--- src/rtl/locker_ctrl.sv ---
// Serial combination-lock sequencer: compares an LSB-first key stream against a
// captured code, drives a timed unlock window, and enforces lockout after repeated failures.
module locker_ctrl #(
  parameter int CODE_W      = 5,
  parameter int MAX_FAIL    = 3,
  parameter int UNLOCK_CYC  = 8,
  parameter int LOCKOUT_CYC = 16,
  parameter int TIMEOUT_CYC = 12,
  localparam int FW = ($clog2(MAX_FAIL + 1) < 1) ? 1 : $clog2(MAX_FAIL + 1)
) (
  input  logic          clk,
  input  logic          rst,
  input  logic          key_valid,
  input  logic          key,
  input  logic [CODE_W-1:0] code,
  output logic          unlock,
  output logic          fail,
  output logic          lockout,
  output logic          busy,
  output logic [FW-1:0] fail_cnt
);

  localparam int IW   = $clog2(CODE_W);
  localparam int TMX1 = (UNLOCK_CYC > LOCKOUT_CYC) ? UNLOCK_CYC : LOCKOUT_CYC;
  localparam int TMAX = (TMX1 > TIMEOUT_CYC) ? TMX1 : TIMEOUT_CYC;
  localparam int TW   = $clog2(TMAX + 1);

  typedef enum logic [1:0] {S_IDLE, S_ENTRY, S_OPEN, S_LOCKOUT} state_t;

  state_t            state_q, state_d;
  logic [IW-1:0]     idx_q, idx_d;
  logic [TW-1:0]     timer_q, timer_d;
  logic [CODE_W-1:0] code_q, code_d;
  logic              mismatch_q, mismatch_d;
  logic [FW-1:0]     fail_cnt_q, fail_cnt_d;
  logic              unlock_q, unlock_d;
  logic              fail_q, fail_d;
  logic              lockout_q, lockout_d;
  logic              busy_q, busy_d;
  logic              fail_evt;
  logic [FW-1:0]     cnt_inc;

  always_comb begin
    state_d    = state_q;
    idx_d      = idx_q;
    timer_d    = timer_q;
    code_d     = code_q;
    mismatch_d = mismatch_q;
    fail_cnt_d = fail_cnt_q;
    fail_d     = 1'b0;
    fail_evt   = 1'b0;
    cnt_inc    = (fail_cnt_q < FW'(MAX_FAIL)) ? fail_cnt_q + FW'(1) : fail_cnt_q;

    case (state_q)
      S_IDLE: begin
        if (key_valid) begin
          code_d     = code;
          mismatch_d = (key != code[0]);
          idx_d      = IW'(1);
          timer_d    = '0;
          state_d    = S_ENTRY;
        end
      end
      S_ENTRY: begin
        if (key_valid) begin
          mismatch_d = mismatch_q | (key != code_q[idx_q]);
          idx_d      = idx_q + IW'(1);
          timer_d    = '0;
          if (idx_q == IW'(CODE_W - 1)) begin
            idx_d = '0;
            if (mismatch_d) begin
              fail_evt = 1'b1;
            end else begin
              state_d    = S_OPEN;
              fail_cnt_d = '0;
              timer_d    = TW'(UNLOCK_CYC - 1);
            end
          end
        end else if (timer_q == TW'(TIMEOUT_CYC - 1)) begin
          fail_evt = 1'b1;
        end else begin
          timer_d = timer_q + TW'(1);
        end
      end
      S_OPEN: begin
        if (timer_q == '0) state_d = S_IDLE;
        else               timer_d = timer_q - TW'(1);
      end
      S_LOCKOUT: begin
        if (timer_q == '0) begin
          state_d    = S_IDLE;
          fail_cnt_d = '0;
        end else begin
          timer_d = timer_q - TW'(1);
        end
      end
      default: state_d = S_IDLE;
    endcase

    // Mismatch at the last bit and inter-bit timeout share one failure path.
    if (fail_evt) begin
      fail_d     = 1'b1;
      idx_d      = '0;
      mismatch_d = 1'b0;
      fail_cnt_d = cnt_inc;
      if (cnt_inc == FW'(MAX_FAIL)) begin
        state_d = S_LOCKOUT;
        timer_d = TW'(LOCKOUT_CYC - 1);
      end else begin
        state_d = S_IDLE;
        timer_d = '0;
      end
    end

    unlock_d  = (state_d == S_OPEN);
    lockout_d = (state_d == S_LOCKOUT);
    busy_d    = (state_d != S_IDLE);
  end

  always_ff @(posedge clk or posedge rst) begin
    if (rst) begin
      state_q    <= S_IDLE;
      idx_q      <= '0;
      timer_q    <= '0;
      code_q     <= '0;
      mismatch_q <= 1'b0;
      fail_cnt_q <= '0;
      unlock_q   <= 1'b0;
      fail_q     <= 1'b0;
      lockout_q  <= 1'b0;
      busy_q     <= 1'b0;
    end else begin
      state_q    <= state_d;
      idx_q      <= idx_d;
      timer_q    <= timer_d;
      code_q     <= code_d;
      mismatch_q <= mismatch_d;
      fail_cnt_q <= fail_cnt_d;
      unlock_q   <= unlock_d;
      fail_q     <= fail_d;
      lockout_q  <= lockout_d;
      busy_q     <= busy_d;
    end
  end

  assign unlock   = unlock_q;
  assign fail     = fail_q;
  assign lockout  = lockout_q;
  assign busy     = busy_q;
  assign fail_cnt = fail_cnt_q;

endmodule

--- config.mk ---
export PLATFORM = sky130hd
export DESIGN_NAME = locker_ctrl
export DESIGN_NICKNAME = d
export VERILOG_FILES = /design/src/rtl/locker_ctrl.sv
export SDC_FILE = /design/constraint.sdc
export NUM_CORES = 1
export LEC_CHECK = 0
export ABC_AREA = 1
export CAP_MARGIN = 40
export CORE_UTILIZATION = 55
export CTS_BUF_LIST = sky130_fd_sc_hd__clkbuf_4
export CTS_CLUSTER_SIZE = 16
export DETAILED_ROUTE_END_ITERATION = 6
export PLACE_DENSITY = 0.85
export SLEW_MARGIN = 5
export SYNTH_ARGS = -nofsm -noshare
export SYNTH_HDL_FRONTEND = slang
export SYNTH_SLANG_ARGS = --single-unit
--- constraint.sdc ---
create_clock -name clk -period 4.05 [get_ports clk]
set_input_delay 0.6075 -clock clk [delete_from_list [all_inputs] [get_ports clk]]
set_output_delay 0.6075 -clock clk [all_outputs]
set_load 0.01 [all_outputs]
# Yosys cells after proc, flatten, opt, wreduce, memory -nomap -nowiden
# Cells that the tools add are included.
[word_totals] romBits=0 out_inout_bits=6 input_bits=9 mem_count=0 word_cells=85 latchBits=0 mem_bits_rw=0 register_bits=22
[op_classes] multipliers=0 n_shift=0 eq_ne=17 add_sub_neg=4 n_mux=41 n_lt_le_gt_ge=2 n_bitwise=1 n_div=0 n_reduce_logical=10
[op_table] op="two-way mux 2 bit" n=13
[op_table] op="two-way mux 5 bit" n=5
[op_table] op="two-way mux 3 bit" n=6
[op_table] op="inequality test 3 bit (second input constant)" n=6
[op_table] op="case mux 5 bit (3 select lines)" n=1
[op_table] op="equality test 2 bit (second input constant)" n=5
[op_table] op="two-way mux 1 bit" n=10
[op_table] op="case mux 2 bit (3 select lines)" n=1
[op_table] op="case mux 3 bit (2 select lines)" n=1
[op_table] op="AND reduction 3 bit" n=2
[op_table] op="nonzero test 3 bit" n=2
[op_table] op="adder 5 x 1 -> 5 bit (second input constant)" n=1
[op_table] op="equality test 5 x 4 -> 1 bit (second input constant)" n=1
[op_table] op="zero test 5 bit" n=1
[op_table] op="AND reduction 5 bit" n=1
[op_table] op="subtractor 5 x 1 -> 5 bit (second input constant)" n=1
[op_table] op="less-than comparator 3 x 4 -> 1 bit (second input constant)" n=1
[op_table] op="two-way mux 4 bit" n=1
[op_table] op="inequality test 4 bit (second input constant)" n=1
[op_table] op="case mux 2 bit (2 select lines)" n=1
[op_table] op="adder 3 x 1 -> 3 bit (second input constant)" n=1
[op_table] op="binary-select mux 1 bit (select 3 bit)" n=1
[op_table] op="equality test 3 bit (second input constant)" n=1
[op_table] op="adder 2 x 1 -> 2 bit (second input constant)" n=1
[op_table] op="9 further kinds" n=10

# Longest topological paths before layout
[logic_depth] word_depth=10 depth_mapped=15 depth_no_buf=15

# Worst setup path before layout
# OpenSTA, ideal clock, no wires.
[synth_path] kind="input -> register" startpoint="in key_valid" endpoint="reg timer_q[0]" slack_ps=2464 t_arrival_ps=1465 setup_ps=120 path_stages=6 path_buffers=0 required_ps=3930 path_cell_list="nor3_1 -> nand3_4 -> a21oi_4 -> inv_2 -> nand2_1 -> a21oi_2"
[synth_between] elab_chain_cells=4 word_cells_on_any_way=9 classes_between="eq/ne: 3; mux: 5; reduce/logical: 1"
[synth_lines] item="start, declared" line_no="13" text="input logic key_valid,"
[synth_lines] item="two-way mux 1 bit" line_no="65" text="if (key_valid) begin"
[synth_lines] item="two-way mux 1 bit" line_no="54" text="case (state_q)"
[synth_lines] item="inequality test 4 bit (no line) / inequality test 3 bit (equally long branches)"
[synth_lines] item="AND reduction 3 bit (no line)"
[synth_lines] item="end signal, assigned" line_no="135" text="timer_q <= timer_d;"
[synth_lines] item="end, declared" line_no="32" text="logic [TW-1:0] timer_q, timer_d;"
# Parallel ways exist; a longest one is shown, timed or not.
# A chain may end at the register's enable or synchronous reset.

# Final worst setup path
[layout_path] startpoint="in key_valid" endpoint="reg code_q[4]"
[layout_between] elab_chain_cells=1
[layout_lines] item="AND reduction 2 bit (no line)"
[layout_lines] item="end signal, assigned" line_no="136" text="code_q <= code_d;"
[layout_lines] item="end, declared" line_no="33" text="logic [CODE_W-1:0] code_q, code_d;"
# No other way between the ends.

==> out/qor.yml <==
cts_resized: 0
setup.worst_path.end_class: "flop"
cts_root_buf: "clkbuf_4"
design_area_mm2: 0.001608
leakagePower_nw: 0.7975
drv_slew: 0
cts.clk_slew.worst_paths_ns: 0.12
grt_pass1_vias: 1102
yosys.cell_types.count: 29
wl_per_cell_um: 13.30
drc: 0
cp_top_family: "buffers and inverters"
clk_latency_ns: 0.30
dieArea_mm2: 0.002785
synth_xor_area_frac: 0.03089
routed_via_density: 5.412
drt_pass1_iterations: 4
antenna_found_initial: 0
cp_max_fo: 10
required_ns: 4.25
synth-seq-cells: 22
rrSetupSlack_ns: 2.33
grt-ovfl-total: 0
grt_pass1_wl_um: 4802
tritoncts: "done"
die_w_um: 52.77
clock.fmax_ghz: 0.4996
grt_max_degree: 23
synthSimpleGateAreaFrac: 0.3274
clock-sinks: 22
dpl_cell_area_mm2: 0.001582
portBuffers: 14
min_period_ns: 2.002
h-tree-depth: 1
r2r-end: "timer_q[3]"
area_growth_pct: 13.42
whs_ns: 0.5279
worstMarginPinSlew_ns: 0.8369
worstSetupPathDepth: 5
total_power_mw: 1.003
rsz0062_at_grt: "false"
detail-route-antenna-nets: 0
slowest_delay_ns: 0.54
start_util: 0.5775
crit-reg2reg-launch: "idx_q[1]"
min_path_type: "reg2reg"
drtIter0Drc: 29
synthMuxAreaShare: 0.007944
coreArea_mm2: 0.002455
power.density_mw_per_mm2: 623.6
ys_seq_area_frac: 0.3883
crit_chain: "clkdlybuf4s50_1 > inv_1 > nor2_2 > nand2_1 > mux2_1"
finalSetupViolCount: 0
synthAdderAreaFrac: 0.04413
vdd_drop_max_mv: 0.3851
synthesis.area_mm2: 0.001418
busiest_layer: "met2"
syn-num-nets: 190
num_antenna_cells: 0
path_buf_inv: 2
crit_arrival_ns: 2.20
max-cap-violations: 0
nNetsFinal: 206
crit_type: "in2reg"
slew_headroom: 0.4414
tns_ns: 0
use_met3: 0.03478
row_count: 18
cts_buffers: 3
cp_slowest_cell: "clkdlybuf4s50_1"
finalClockSkew_ns: 0.002837
cts-hold-fix-buffers: 0
syn_inst: 176
grtUsageMet1: 0.2974
synth_compound_area_frac: 0.1200
n_fill_cell: 214
status: "finished, final reports clean"
worstSetupStartpoint: "key_valid"
r2r.worst_path.cells: 12
grt_usage: 0.2407
avgSynthCellArea_um2: 8.055
setup.worst_path.end: "code_q[4]"
grt_use_met2: 0.4304
post-cts-setup-buffer-count: 0
hpwl_um: 2293
routed_wirelength_um: 2940
start_kind: "primary input"
num_vias: 1196
ys.warnings.count: 0
clk_path_buf_depth: 2
fin_crit_sh: 0.4942
die_y_um: 52.77
pin_count: 15
synth_top_family_by_area: "simple AND/OR/NAND/NOR gates"
place.gp.congestion: 0.8524
drive_gt1_frac: 0.1571
hold_viol: 0
==> synthesized netlist by cell type <==
master    count  area share
nor2_2        2      0.0088
o31ai_1       1      0.0053
nand3_1       9       0.032
nand3_2       3       0.021
a21oi_2       3       0.019
inv_1        22       0.058
inv_2         5       0.013
a21o_1        1      0.0053
nand3_4       3       0.037
clkbuf_1      1      0.0026
xor2_1        4       0.025
nand2_4       3       0.024
nor2_4        2       0.016
nand4_2       1      0.0088
dfrtp_1      22        0.39
ha_1          5       0.044
buf_2         2      0.0071
mux2_1        1      0.0079
o21ai_1       3       0.011
a21oi_4       1       0.011
a21oi_1      10       0.035
nand2_1      35       0.093
xnor2_1       1      0.0062
nand2_2       4       0.018
nor3_1        2      0.0071
nor2_1       17       0.045
o21ai_0       7       0.025
o22ai_1       2      0.0088
nand4_1       4       0.018
==> cell usage in the layout, fill, tap and decap left out, drive strengths merged <==
cell / netlist / layout
o22ai: 2 / 2
xor2: 4 / 4
nor2: 21 / 21
nand3: 15 / 15
o31ai: 1 / 1
inv: 27 / 27
ha: 5 / 5
clkdlybuf4s50: 0 / 14
xnor2: 1 / 1
nand4: 5 / 5
o21ai: 10 / 10
a21o: 1 / 1
dfrtp: 22 / 22
nand2: 42 / 42
nor3: 2 / 2
mux2: 1 / 1
a21oi: 14 / 14
clkinv: 0 / 1
clkbuf: 1 / 3
==> power breakdown <==
part / total, mW / switching [mW] / internal, mW
logic: 0.528 / 0.325 / 0.203
registers: 0.374 / 0.0781 / 0.296
clock network: 0.101 / 0.0653 / 0.0359
total: 1.00 / 0.468 / 0.534
==> area by class of cell <==
class                           count  area [um^2]  area share
Multi-Input combinational cell    124        752.0      0.4677
Sequential cell                    22        550.5      0.3424
Timing Repair Buffer               14        140.1     0.08716
Inverter                           27        101.3     0.06303
Tap cell                           30        37.54     0.02335
Clock buffer                        3        22.52     0.01401
Clock inverter                      1        3.754    0.002335
==> flip-flops by register name (all words and copies together) (netlist names) <==
name,count
unlock,1
mismatch_q,1
code_q,5
timer_q,5
busy,1
lockout,1
idx_q,3
fail_cnt,2
state_q,2
fail,1
==> worst min-delay path by stage <==
| stage | from | end | cells past startpoint |
|---|---|---|---|
| floorplan | code_q[4] | code_q[4] | 1 |
| global placement | code_q[0] | code_q[0] | 2 |
| detailed placement | code_q[0] | code_q[0] | 2 |
| CTS | code_q[3] | code_q[3] | 2 |
| global route | code_q[3] | code_q[3] | 2 |
| finish | code_q[1] | code_q[1] | 2 |
==> metrics by stage <==
stage | std cells | utilization | worst slack, ns
6_report | 221 | 0.6549 | 2.048
5_1_grt | 221 | 0.6549 | 1.913
4_1_cts | 221 | 0.6549 | 2.041
3_5_place_dp | 217 | 0.6442 | 1.710
3_3_place_gp | 217 | 0.6442 | 1.823
2_1_floorplan | 176 | - | 2.464
==> cells by family after synthesis <==
logic type	count (synthesis)
AND/OR/NAND/NOR	85
adder cells (fa/ha/maj)	5
buffers and inverters	30
AO/OA/AOI/OAI	28
flip-flops	22
XOR/XNOR	5
multiplexers	1
==> tightest hold or removal path, cell delays in order, from the launching register on <==
cell	delay, ns
dfrtp_1	0.38
inv_1	0.07
a21oi_1	0.06
==> metal layers <==
metal  vias up  part of all wire
met5         -                 0
met4         0            0.0099
met3         2             0.034
met2        18              0.52
met1       578              0.44
li1        598                 -
(Power assumes the default switching activity.)
